File: config.mk
export PLATFORM = sky130hd
export DESIGN_NAME = lms_iq_frontend
export DESIGN_NICKNAME = d
export VERILOG_FILES = /design/src/rtl/lms_if_pkg.sv /design/src/rtl/lms_rx_deint.sv /design/src/rtl/lms_iq_frontend.sv
export SDC_FILE = /design/constraint.sdc
export NUM_CORES = 1
export LEC_CHECK = 0
export BUFFER_PORTS_ARGS = -buffer_cell sky130_fd_sc_hd__buf_2
export CORE_MARGIN = 8
export CORE_UTILIZATION = 51
export DETAILED_ROUTE_END_ITERATION = 6
export GPL_ROUTABILITY_DRIVEN = 0
export HOLD_SLACK_MARGIN = 0.15
export PLACE_DENSITY_LB_ADDON = 0.3
export SYNTH_ARGS = -nofsm -noshare
export SYNTH_HDL_FRONTEND = slang
export SYNTH_HIERARCHICAL = 1
export SYNTH_SLANG_ARGS = --single-unit
File: constraint.sdc
create_clock -name lms_clk -period 1.61 [get_ports lms_clk]
set_input_delay 0.2415 -clock lms_clk [delete_from_list [all_inputs] [get_ports lms_clk]]
set_output_delay 0.2415 -clock lms_clk [all_outputs]
set_load 0.02 [all_outputs]
File: src/rtl/lms_if_pkg.sv
// Shared definitions for the LMS IQ front end: TX test-mode encodings and
// the width of the RX IQSEL error counters.
package lms_if_pkg;

  localparam int ERR_W = 16;

  typedef enum logic [1:0] {
    MODE_NORMAL = 2'd0,
    MODE_ZERO   = 2'd1,
    MODE_RAMP   = 2'd2,
    MODE_LOOP   = 2'd3
  } tx_mode_e;

endpackage

File: src/rtl/lms_rx_deint.sv
// Single-channel RX path: pad registers, I/Q deinterleave into aligned pairs,
// and IQSEL alignment monitoring (lock flag plus saturating error counter).
module lms_rx_deint
  import lms_if_pkg::*;
#(
  parameter int DW       = 12,
  parameter int RX_I_POL = 1,
  parameter int LOCK_LEN = 16
) (
  input  logic             lms_clk,
  input  logic             reset_n,
  input  logic             rx_iqsel,
  input  logic [DW-1:0]    rx_d,
  input  logic             swap_iq,
  input  logic             clear_err,
  output logic             adc_strobe,
  output logic [DW-1:0]    adc_i,
  output logic [DW-1:0]    adc_q,
  output logic             rx_locked,
  output logic [ERR_W-1:0] rx_err_cnt
);

  localparam logic       I_LVL    = RX_I_POL[0];
  localparam logic [7:0] LOCK_MAX = 8'(LOCK_LEN);

  logic          iq_r, iq_p;
  logic [DW-1:0] d_r;
  logic          r_seen, p_seen;
  logic [DW-1:0] i_hold;
  logic          i_valid;
  logic [7:0]    lc;

  // r_seen/p_seen mark when iq_r/iq_p hold real pad samples rather than reset values
  always_ff @(posedge lms_clk or negedge reset_n) begin
    if (!reset_n) begin
      iq_r   <= 1'b0;
      iq_p   <= 1'b0;
      d_r    <= '0;
      r_seen <= 1'b0;
      p_seen <= 1'b0;
    end else begin
      iq_r   <= rx_iqsel;
      d_r    <= rx_d;
      iq_p   <= iq_r;
      r_seen <= 1'b1;
      p_seen <= r_seen;
    end
  end

  always_ff @(posedge lms_clk or negedge reset_n) begin
    if (!reset_n) begin
      i_hold     <= '0;
      i_valid    <= 1'b0;
      adc_i      <= '0;
      adc_q      <= '0;
      adc_strobe <= 1'b0;
    end else begin
      adc_strobe <= 1'b0;
      if (r_seen) begin
        if (iq_r == I_LVL) begin
          i_hold  <= d_r;
          i_valid <= 1'b1;
        end else if (i_valid) begin
          adc_i      <= swap_iq ? d_r : i_hold;
          adc_q      <= swap_iq ? i_hold : d_r;
          adc_strobe <= 1'b1;
          i_valid    <= 1'b0;
        end
      end
    end
  end

  // A clear in the same cycle as a non-toggle wins over the increment
  always_ff @(posedge lms_clk or negedge reset_n) begin
    if (!reset_n) begin
      lc         <= '0;
      rx_locked  <= 1'b0;
      rx_err_cnt <= '0;
    end else begin
      if (p_seen) begin
        if (iq_r != iq_p) begin
          if (lc != LOCK_MAX) lc <= lc + 8'd1;
          if (lc == LOCK_MAX) rx_locked <= 1'b1;
        end else begin
          lc        <= '0;
          rx_locked <= 1'b0;
          if (rx_err_cnt != '1) rx_err_cnt <= rx_err_cnt + 1'b1;
        end
      end
      if (clear_err) rx_err_cnt <= '0;
    end
  end

endmodule

File: src/rtl/lms_iq_frontend.sv
// Multi-channel bridge between the LMS interleaved IQ pads and the DSP core:
// per-channel RX deinterleave instances plus a shared-phase TX interleaver.
module lms_iq_frontend
  import lms_if_pkg::*;
#(
  parameter int NUM_CH   = 2,
  parameter int DW       = 12,
  parameter int RX_I_POL = 1,
  parameter int TX_I_POL = 0,
  parameter int LOCK_LEN = 16
) (
  input  logic                    lms_clk,
  input  logic                    reset_n,
  input  logic [NUM_CH-1:0]       rx_iqsel,
  input  logic [NUM_CH*DW-1:0]    rx_d,
  input  logic [NUM_CH-1:0]       swap_iq,
  input  logic                    clear_err,
  output logic [NUM_CH-1:0]       adc_strobe,
  output logic [NUM_CH*DW-1:0]    adc_i,
  output logic [NUM_CH*DW-1:0]    adc_q,
  output logic [NUM_CH-1:0]       rx_locked,
  output logic [NUM_CH*ERR_W-1:0] rx_err_cnt,
  input  logic                    tx_enable,
  input  logic [2*NUM_CH-1:0]     tx_mode,
  input  logic [NUM_CH*DW-1:0]    dac_i,
  input  logic [NUM_CH*DW-1:0]    dac_q,
  output logic                    dac_strobe,
  output logic [NUM_CH-1:0]       tx_iqsel,
  output logic [NUM_CH*DW-1:0]    tx_d,
  output logic [NUM_CH-1:0]       tx_en
);

  localparam logic TX_I_LVL = TX_I_POL[0];

  for (genvar c = 0; c < NUM_CH; c++) begin : g_rx
    lms_rx_deint #(
      .DW       (DW),
      .RX_I_POL (RX_I_POL),
      .LOCK_LEN (LOCK_LEN)
    ) u_rx (
      .lms_clk    (lms_clk),
      .reset_n    (reset_n),
      .rx_iqsel   (rx_iqsel[c]),
      .rx_d       (rx_d[c*DW +: DW]),
      .swap_iq    (swap_iq[c]),
      .clear_err  (clear_err),
      .adc_strobe (adc_strobe[c]),
      .adc_i      (adc_i[c*DW +: DW]),
      .adc_q      (adc_q[c*DW +: DW]),
      .rx_locked  (rx_locked[c]),
      .rx_err_cnt (rx_err_cnt[c*ERR_W +: ERR_W])
    );
  end

  logic                 tx_phase;
  logic [DW-1:0]        ramp;
  logic [NUM_CH*DW-1:0] q_held;
  logic [NUM_CH*DW-1:0] src_i, src_q;

  // Gated by reset_n so the strobe is low while the block is held in reset
  assign dac_strobe = tx_enable & ~tx_phase & reset_n;

  always_comb begin
    src_i = '0;
    src_q = '0;
    for (int c = 0; c < NUM_CH; c++) begin
      case (tx_mode_e'(tx_mode[2*c +: 2]))
        MODE_NORMAL: begin
          src_i[c*DW +: DW] = dac_i[c*DW +: DW];
          src_q[c*DW +: DW] = dac_q[c*DW +: DW];
        end
        MODE_ZERO: begin
          src_i[c*DW +: DW] = '0;
          src_q[c*DW +: DW] = '0;
        end
        MODE_RAMP: begin
          src_i[c*DW +: DW] = ramp;
          src_q[c*DW +: DW] = ~ramp;
        end
        default: begin
          src_i[c*DW +: DW] = adc_i[c*DW +: DW];
          src_q[c*DW +: DW] = adc_q[c*DW +: DW];
        end
      endcase
    end
  end

  // Both words of a pair are captured together in phase 0 so a pair never tears
  always_ff @(posedge lms_clk or negedge reset_n) begin
    if (!reset_n) begin
      tx_phase <= 1'b0;
      ramp     <= '0;
      q_held   <= '0;
      tx_d     <= '0;
      tx_iqsel <= '0;
      tx_en    <= '0;
    end else if (!tx_enable) begin
      tx_phase <= 1'b0;
      tx_d     <= '0;
      tx_iqsel <= '0;
      tx_en    <= '0;
    end else begin
      tx_phase <= ~tx_phase;
      tx_en    <= '1;
      if (!tx_phase) begin
        tx_d     <= src_i;
        q_held   <= src_q;
        tx_iqsel <= {NUM_CH{TX_I_LVL}};
        ramp     <= ramp + 1'b1;
      end else begin
        tx_d     <= q_held;
        tx_iqsel <= {NUM_CH{~TX_I_LVL}};
      end
    end
  end

endmodule
==> results_dict.tcl, run 1 <==
set metrics [dict create \
    ys_warn_count 6 \
    arrival_ns 2.05 \
    grt_overflow 0 \
    reg2reg_slack_ns -0.007 \
    worstHoldPathType "in -> reg" \
    place_ws_ns -0.106 \
    min_to "tx_d[22]" \
    port_buffers 196 \
    ys_ff_latch 221 \
    clock-sinks 221 \
    synth.distinct_cells 59 \
    antenna_found_initial 1 \
    vias 8829 \
    h-tree-depth 1 \
    worst_pin_slew_ns 0.586 \
    r2r_cells 4 \
    clock_latency_ns 0.52 \
    slew_viol_final 0 \
    final_common_cell "dfrtp_1" \
    grt_pass1_wl_mm 47.2 \
    synth-seq-area-share_pct 51.8 \
    fin_ws_ns -0.00748 \
    synthArstFlopShare_pct 100 \
    rows 53 \
    cts_buffers 25 \
    drt_wl_total_mm 29.6 \
    synth_edf_count 0 \
    clock_path_buffers 3 \
    max_freq_mhz 618 \
    grt_pass1_vias 8868 \
    fin_skew_ns 0.00790 \
    cts.clk_slew.worst_paths_ns 0.06 \
    firstDrtPassIters 4 \
    maxCapViolCount 0 \
    area_growth_pct 33.7 \
    r2r-start "g_rx[0].u_rx/iq_p" \
    peakVddDrop_mv 0.829 \
    grt_max_degree 91 \
    netlist_area_um2 10700 \
    use_met2_pct 37.3 \
    design_area_um2 14300 \
    dieArea_um2 25800 \
    ant_nets 0 \
    cts_root_buf "clkbuf_16" \
    setup_viol 2 \
    critPathKind "reg -> reg" \
    drive_gt1_share_pct 34.8 \
    hp-start "dac_i[22]" \
    worst-path-max-fanout 7 \
    hpwl_mm 19.6 \
    syn_inst 1003 \
    wl_per_cell_um 18.4 \
    violations "setup timing" \
    rsz0062_at_grt "true" \
    critical_path_required_ns 2.04 \
    most-common-layout-cells "dfrtp_1, buf_2, nand2_1" \
    cts_tree "done" \
    grt_use_total_pct 22.2 \
    initial_core_util_pct 51.3 \
    period_needed_ns 1.62 \
    multi_input_area_um2 4950 \
    place_area_um2 12300 \
    end_kind "flop" \
    hold_viol_final 0 \
    viasPerCell 5.48 \
    whs_path_depth 4 \
    p_leak_nw 6.74 \
    slew_headroom_pct 60.9 \
    syn_area_per_cell_um2 10.7 \
    grt_use_met1_pct 28.4 \
    nNetsFinal 1407 \
    period_share_pct 100 \
    synth_fp_nets 1094 \
    grt_use_met3_pct 4.33 \
    status "finished with violations" \
    die_y_um 161 \
    start_kind "flop" \
    drc_errors 0 \
    core_area_um2 20800 \
    synth_flop_cell "dfrtp_1" \
    fill_cells 1592 \
    drt-initial-drc-count 492 \
    regToRegEndpoint "g_rx[0].u_rx/rx_err_cnt[11]" \
    grt-busiest-layer "met2" \
    seq_area_um2 5560 \
    io_pins 197 \
    die_w_um 161 \
    powerDensity_nw_per_um2 1130 \
]
## stage by stage
step / hold WS (ns) / total power [W] / instances / setup TNS (ns) / utilization (%)
4_1_cts: 0.154 / 0.0162 / 1599 / -0.0476 / 67.1
2_1_floorplan: -0.0541 / 0.00872 / 1003 / -0.000496 / -
6_report: 0.167 / 0.0161 / 1611 / -0.0134 / 68.6
3_3_place_gp: 0.109 / 0.00990 / 1475 / 0 / 58.9
5_1_grt: 0.179 / 0.0169 / 1611 / -0.588 / 68.6
3_5_place_dp: 0.111 / 0.0100 / 1475 / -0.191 / 58.9
## synth_stat cells (3+ instances only)
library cell | n | area [um2]
buf_4 | 9 | 67.6
or2_1 | 3 | 18.8
nand2_1 | 96 | 360
and2_1 | 15 | 93.8
buf_2 | 18 | 90.1
nand4_1 | 22 | 138
or2_2 | 8 | 50.1
or3_1 | 4 | 25.0
nand4_4 | 4 | 85.1
dfrtp_1 | 221 | 5530
o22ai_1 | 4 | 25.0
xnor2_1 | 7 | 61.3
or4b_1 | 4 | 40.0
mux2i_1 | 64 | 641
inv_1 | 11 | 41.3
and3_1 | 9 | 56.3
a21o_1 | 12 | 90.1
clkbuf_1 | 26 | 97.6
mux2_2 | 41 | 462
and2_2 | 4 | 30.0
mux2_4 | 5 | 75.1
o21ai_1 | 3 | 15.0
a221oi_1 | 7 | 61.3
a31oi_1 | 32 | 200
buf_1 | 3 | 11.3
nand3b_1 | 3 | 22.5
a221oi_2 | 5 | 75.1
buf_6 | 7 | 78.8
nor3_1 | 5 | 25.0
nor2_1 | 73 | 274
clkbuf_8 | 4 | 55.1
and4_1 | 8 | 70.1
nand2b_1 | 30 | 188
a21oi_1 | 48 | 240
nor2b_1 | 11 | 68.8
or4_1 | 10 | 75.1
nand3_1 | 16 | 80.1
xor2_1 | 14 | 123
o41ai_1 | 4 | 35.0
ha_1 | 7 | 87.6
o31ai_1 | 12 | 90.1
o21ai_0 | 87 | 435
## cells by family (layout without fill, tap and decap cells)
group,Yosys count,in the layout,share of synthesized area [%]
and+or+nand+nor,339,339,17.2
DFF,221,221,51.8
AOI/OAI and AO/OA,218,218,12.2
muxes,111,111,11.1
buffers and inverters,82,414,4.53
xor gates and xnor gates,23,23,2.24
adders and majority gates,7,7,0.820
other,2,3,0.0703
## flip-flops by register name, indices dropped and copies added, names as in the netlist, 12 cells and up
signal                flops
q_held                   24
g_rx.u_rx/d_r            24
g_rx.u_rx/i_hold         24
ramp                     12
tx_d                     24
g_rx.u_rx/adc_q          24
g_rx.u_rx/adc_i          24
g_rx.u_rx/rx_err_cnt     32
g_rx.u_rx/lc             16
## area by class of cell
type | instances | area share [%]
diodes | 1 | 0.0175
clock buffers | 38 | 5.07
clock inverters | 8 | 1.01
inverters | 11 | 0.289
multi-input cells | 700 | 34.6
flip-flops and latches | 221 | 38.9
well taps | 275 | 2.41
repair buffers | 357 | 17.7
## power by group
group	internal, W	leakage, nW	switching [W]	total [W]
registers	0.00628	2.74	0.000721	0.00700
clock network	0.00373	0.426	0.00226	0.00599
logic	0.00141	3.58	0.00172	0.00313
total	0.0114	6.74	0.00470	0.0161
## routing by layer
metal  part of all wire, %  vias up  wire [um]
met1                    42     4332      12300
li1                      -     4174          -
met4                   3.1        0        928
met5                     0        -          0
met3                   5.2       69       1550
met2                    50      254      14800
## worst max-delay path: stages (launching register included)
cell,delay (ns)
dfrtp_1,0.42
xnor2_4,0.29
nand4_4,0.19
or4_1,0.46
a21oi_1,0.17
## what timing repair did
action                                 4_1_cts  5_1_grt
gates resized for setup                     11       57
pin swaps                                    5       26
setup endpoints to repair                    6       33
hold buffers                                74        0
endpoints found under the hold margin      295        0
buffers inserted                             4       11
cloned                                       0        0
## worst max path at each step
stage / cells past startpoint / from / endpoint
2_1_floorplan: 6 / g_rx[0].u_rx/rx_err_cnt[1] / g_rx[0].u_rx/rx_err_cnt[15]
3_3_place_gp: 4 / g_rx[0].u_rx/iq_p / g_rx[0].u_rx/rx_err_cnt[14]
3_5_place_dp: 6 / g_rx[1].u_rx/lc[1] / g_rx[1].u_rx/lc[1]
4_1_cts: 3 / tx_phase / dac_strobe
5_1_grt: 4 / g_rx[1].u_rx/iq_r / g_rx[1].u_rx/rx_err_cnt[14]
6_report: 4 / g_rx[0].u_rx/iq_p / g_rx[0].u_rx/rx_err_cnt[11]
Power figures use the tool's default switching activity.
==> run 2, diff against run 1 <==
--- a/config.mk
+++ b/config.mk
@@ -7,7 +7,7 @@
 export LEC_CHECK = 0
 export BUFFER_PORTS_ARGS = -buffer_cell sky130_fd_sc_hd__buf_2
 export CORE_MARGIN = 8
-export CORE_UTILIZATION = 51
+export CORE_UTILIZATION = 60
 export DETAILED_ROUTE_END_ITERATION = 6
 export GPL_ROUTABILITY_DRIVEN = 0
 export HOLD_SLACK_MARGIN = 0.15
==> constraint.sdc (replaced) <==
create_clock -name lms_clk -period 1.93 [get_ports lms_clk]
set_input_delay 0.2895 -clock lms_clk [delete_from_list [all_inputs] [get_ports lms_clk]]
set_output_delay 0.2895 -clock lms_clk [all_outputs]
set_load 0.02 [all_outputs]
==> results_dict.tcl, run 2 (same netlist as run 1, synthesis figures left out) <==
set metrics [dict create \
    status "complete, no violations" \
    regToRegEndpoint "tx_d[5]" \
    worst_pin_slew_ns 0.647 \
    powerDensity_nw_per_um2 961 \
    grt_use_total_pct 24.7 \
    clock_latency_ns 0.50 \
    nNetsFinal 1329 \
    grt-busiest-layer "met2" \
    fin_skew_ns 0.0122 \
    final.setup.tns_ns 0 \
    utilization_pct 75.5 \
    max_freq_mhz 542 \
    core_area_um2 17400 \
    most-common-layout-cells "dfrtp_1, buf_2, nand2_1" \
    ant_nets 0 \
    grt_pass1_vias 8712 \
    reg2reg_slack_ns 0.09 \
    period_share_pct 95.6 \
    cts.clk_slew.worst_paths_ns 0.06 \
    die_y_um 149 \
    grt_max_degree 101 \
    r2r_cells 4 \
    whs_path_depth 4 \
    grt_use_met1_pct 32.1 \
    p_leak_nw 6.23 \
    setup_viol 0 \
    min_to "q_held[18]" \
    dieArea_um2 22300 \
    slew_headroom_pct 56.8 \
    final_common_cell "dfrtp_1" \
    drt-initial-drc-count 517 \
    drive_gt1_share_pct 27.1 \
    end_kind "flop" \
    largest_register_ffs 32 \
    r2r-start "ramp[5]" \
    firstDrtPassIters 5 \
    worstHoldPathType "in -> reg" \
    fill_cells 1177 \
    multi_input_area_um2 4680 \
    slew_viol_final 0 \
    h-tree-depth 1 \
    clock-sinks 221 \
    initial_core_util_pct 61.5 \
    io_pins 197 \
    critical_path_required_ns 2.32 \
    cts_buffers 23 \
    grt_pass1_wl_mm 44.8 \
    cts_root_buf "clkbuf_16" \
    vias 8511 \
    drt_wl_total_mm 27.5 \
    post-cts-setup-buffers 0 \
    hp-start "dac_q[18]" \
    hold_viol_final 0 \
    antenna_found_initial 0 \
    clock_path_buffers 3 \
    drc_errors 0 \
    die_w_um 149 \
    wl_per_cell_um 18.6 \
    dp_cells 1382 \
    use_met2_pct 40.6 \
    period_needed_ns 1.84 \
    worst-path-max-fanout 7 \
    rsz0062_at_grt "false" \
    critPathKind "reg -> reg" \
    grt_overflow 0 \
    start_kind "flop" \
    area_growth_pct 22.6 \
    viasPerCell 5.75 \
    rows 48 \
    port_buffers 196 \
    arrival_ns 2.23 \
    fin_cells 1480 \
    top_register "g_rx.u_rx/rx_err_cnt" \
    cts_tree "done" \
    seq_area_um2 5530 \
    maxCapViolCount 0 \
    grt_use_met3_pct 4.35 \
    hpwl_mm 18.7 \
    peakVddDrop_mv 0.912 \
]
## run 2: changes by cell type in the layout (fill, tap and decap cells not counted), sizes merged
cell and change:
dlygate4sd3 -17, clkinv +2, bufinv -3, buf -59
clkinvlp +1, clkbuf -5
## run 2: report_power, final
group | switching [W] | leakage, nW | internal [W] | total (W)
Combinational | 0.00138 | 3.10 | 0.00104 | 0.00242
Sequential | 0.000641 | 2.77 | 0.00524 | 0.00588
Clock | 0.00176 | 0.364 | 0.00252 | 0.00428
Total | 0.00379 | 6.23 | 0.00880 | 0.0126
## run 2: what timing repair did
item	CTS	global route
hold buffers	56	0
endpoints found under the setup margin	0	2
gates resized for setup	0	1
hold endpoints to repair	270	0
## run 2: cell type report
class,count,share of cell area (%)
Multi-Input combinational cell,700,35.7
Sequential cell,221,42.2
Inverter,11,0.315
Timing Repair Buffer,281,14.0
Clock buffer,33,5.06
Antenna cell,1,0.0191
Tap cell,225,2.15
Clock inverter,8,0.544
## run 2: how the worst max path moves through the flow
stage | from | slack [ns] | end | cells past startpoint
2_1_floorplan | g_rx[0].u_rx/rx_err_cnt[4] | 0.24 | g_rx[0].u_rx/rx_err_cnt[0] | 4
3_5_place_dp | g_rx[1].u_rx/iq_r | 0.18 | g_rx[1].u_rx/rx_err_cnt[10] | 4
3_3_place_gp | g_rx[0].u_rx/iq_r | 0.24 | g_rx[0].u_rx/rx_err_cnt[14] | 4
4_1_cts | tx_phase | 0.1 | dac_strobe | 3
6_report | ramp[5] | 0.09 | tx_d[5] | 4
5_1_grt | tx_phase | 0.02 | tx_d[10] | 5
## run 2: per-stage QoR
step | setup WS [ns] | total power, W | hold slack, ns | area, um2
floorplan | 0.236 | 0.00727 | -0.00609 | 10700
global placement | 0.236 | 0.00816 | 0.107 | 11800
detailed placement | 0.183 | 0.00825 | 0.107 | 11800
CTS | 0.0959 | 0.0127 | 0.151 | 13100
global route | 0.0162 | 0.0132 | 0.163 | 13100
finish | 0.0854 | 0.0126 | 0.171 | 13100
## run 2: worst max-delay path, cell delays in order, from the launching register on
cell           delay (ns)
dfrtp_1              0.50
mux2_2               0.31
a221oi_1             0.29
nor2_1               0.08
dlygate4sd3_1        0.56
## run 2: layer usage
metal | part of all wire, % | routed length [um]
met5 | 0 | 0
met4 | 3.4 | 935
met3 | 5.9 | 1630
met2 | 49 | 13400
met1 | 42 | 11500
==> run 3, diff against run 2 <==
--- a/config.mk
+++ b/config.mk
@@ -7,10 +7,10 @@
 export LEC_CHECK = 0
 export BUFFER_PORTS_ARGS = -buffer_cell sky130_fd_sc_hd__buf_2
 export CORE_MARGIN = 8
-export CORE_UTILIZATION = 60
+export CORE_UTILIZATION = 56
 export DETAILED_ROUTE_END_ITERATION = 6
 export GPL_ROUTABILITY_DRIVEN = 0
-export HOLD_SLACK_MARGIN = 0.15
+export HOLD_SLACK_MARGIN = 0.08
 export PLACE_DENSITY_LB_ADDON = 0.3
 export SYNTH_ARGS = -nofsm -noshare
 export SYNTH_HDL_FRONTEND = slang
==> constraint.sdc (replaced) <==
create_clock -name lms_clk -period 2.1 [get_ports lms_clk]
set_input_delay 0.315 -clock lms_clk [delete_from_list [all_inputs] [get_ports lms_clk]]
set_output_delay 0.315 -clock lms_clk [all_outputs]
set_load 0.02 [all_outputs]
==> results_dict.tcl, run 3 (same netlist as run 1, synthesis figures left out) <==
set metrics [dict create \
    setup_viol 0 \
    regToRegEndpoint "g_rx[1].u_rx/rx_err_cnt[12]" \
    combPwrFrac_pct 17.9 \
    p_sw_share_pct 29.2 \
    final.setup.tns_ns 0 \
    cts_tree "done" \
    critPathKind "reg -> out" \
    fin_skew_ns 0.0104 \
    cts_root_buf "clkbuf_16" \
    ant_nets 0 \
    grt_use_total_pct 22.8 \
    maxCapViolCount 0 \
    antenna_found_initial 1 \
    cts.clk_slew.worst_paths_ns 0.06 \
    crit_chain "nor2b_4, and2_1, buf_2" \
    r2r-start "g_rx[1].u_rx/iq_r" \
    start_kind "flop" \
    port_buffers 196 \
    viasPerCell 5.74 \
    vias 8488 \
    slowest_delay_ns 0.55 \
    arrival_ns 1.62 \
    top_register "g_rx.u_rx/rx_err_cnt" \
    drt-initial-drc-count 433 \
    rsz0062_at_grt "false" \
    fin_cells 1480 \
    fill_cells 1377 \
    peakVddDrop_mv 0.741 \
    die_y_um 154 \
    worst_pin_slew_ns 0.768 \
    whs_path_depth 3 \
    p_int_w 0.00858 \
    seqPwrFrac_pct 44.5 \
    period_needed_ns 1.93 \
    most-common-layout-cells "dfrtp_1, buf_2, nand2_1" \
    cts_buffers 24 \
    hpwl_mm 18.8 \
    post-cts-setup-buffers 0 \
    p_leak_nw 6.22 \
    drive_gt1_share_pct 27.3 \
    largest_register_ffs 32 \
    max_freq_mhz 517 \
    firstDrtPassIters 5 \
    crit_family "flip-flops" \
    status "complete, no violations" \
    grt_max_degree 95 \
    die_w_um 154 \
    dieArea_um2 23800 \
    hp-start "dac_i[1]" \
    clock_latency_ns 0.51 \
    area_growth_pct 22.6 \
    core_area_um2 18700 \
    grt_pass1_vias 8701 \
    critPathBufInv 1 \
    critical_path_required_ns 1.78 \
    slowest_stage "dfrtp_1" \
    io_pins 197 \
    r2r_cells 4 \
    h-tree-depth 1 \
    dp_cells 1387 \
    hold_viol_final 0 \
    clock-sinks 221 \
    drc_errors 0 \
    nNetsFinal 1317 \
    period_share_pct 92.0 \
    min_to "tx_d[1]" \
    reg2reg_slack_ns 0.32 \
    grt_overflow 0 \
    end_kind "primary output" \
    worstHoldPathType "in -> reg" \
    p_sw_w 0.00354 \
    slew_headroom_pct 48.7 \
    utilization_pct 70.0 \
    wl_per_cell_um 18.6 \
    rows 50 \
    crit_start "tx_phase" \
    pwr-share-clk_pct 37.6 \
    grt_pass1_wl_mm 44.2 \
    worst-path-max-fanout 11 \
    drt_wl_total_mm 27.5 \
    final_common_cell "dfrtp_1" \
    slew_viol_final 0 \
    initial_core_util_pct 57.1 \
    powerDensity_nw_per_um2 926 \
    clock_path_buffers 3 \
]
[run 3: worst max-delay path by stage]
stage	endpoint	slack [ns]	depth (start not counted)
after floorplan	g_rx[0].u_rx/rx_err_cnt[0]	0.41	4
after global placement	g_rx[1].u_rx/rx_err_cnt[14]	0.41	4
after detailed placement	g_rx[1].u_rx/rx_err_cnt[12]	0.35	4
after CTS	dac_strobe	0.14	3
after global routing	dac_strobe	0.14	3
final	dac_strobe	0.17	3
[run 3: per-stage QoR]
stage / hold WS (ns) / area [um2] / setup slack (ns) / total power [W]
after floorplan: 0.0194 / 10700 / 0.406 / 0.00668
after global placement: 0.185 / 11800 / 0.410 / 0.00750
after detailed placement: 0.184 / 11800 / 0.350 / 0.00758
after CTS: 0.114 / 13100 / 0.139 / 0.0122
after global routing: 0.123 / 13100 / 0.143 / 0.0127
final: 0.125 / 13100 / 0.167 / 0.0121
[run 3: cell type report]
type	count	area (um2)	share of cell area [%]
multi-input cells	700	4680	35.7
clock buffers	33	706	5.39
diodes	2	5.00	0.0382
flip-flops and latches	221	5530	42.2
clock inverters	11	158	1.20
repair buffers	268	1690	12.9
well taps	234	293	2.24
inverters	11	41.3	0.315
[run 3: worst register-to-register path, delay by kind of cell (launching register included)]
kind / cells / cell delay [ns]
AO/OA/AOI/OAI: 1 / 0.15
XOR/XNOR: 1 / 0.33
AND/OR/NAND/NOR: 2 / 0.77
flip-flops: 1 / 0.45
[run 3: repair_timing]
action,CTS,global route
hold buffers,47,0
endpoints found under the hold margin,203,0
resized for setup,0,0
[run 3: power groups by stage]
stage | Clock (W) | Sequential, W | Combinational (W)
CTS | 0.00463 | 0.00539 | 0.00219
global route | 0.00480 | 0.00547 | 0.00239
global placement | 0 | 0.00544 | 0.00205
finish | 0.00455 | 0.00539 | 0.00217
floorplan | 0 | 0.00557 | 0.00111
detailed placement | 0 | 0.00546 | 0.00212
[run 3: per-layer routing]
| metal | share of wire [%] | wire length, um | track usage (%) |
|---|---|---|---|
| met1 | 41 | 11200 | 27.9 |
| met2 | 50 | 13700 | 38.9 |
| met3 | 6.1 | 1670 | 4.60 |
| met4 | 3.5 | 956 | 9.43 |
| met5 | 0.036 | 10 | 0 |
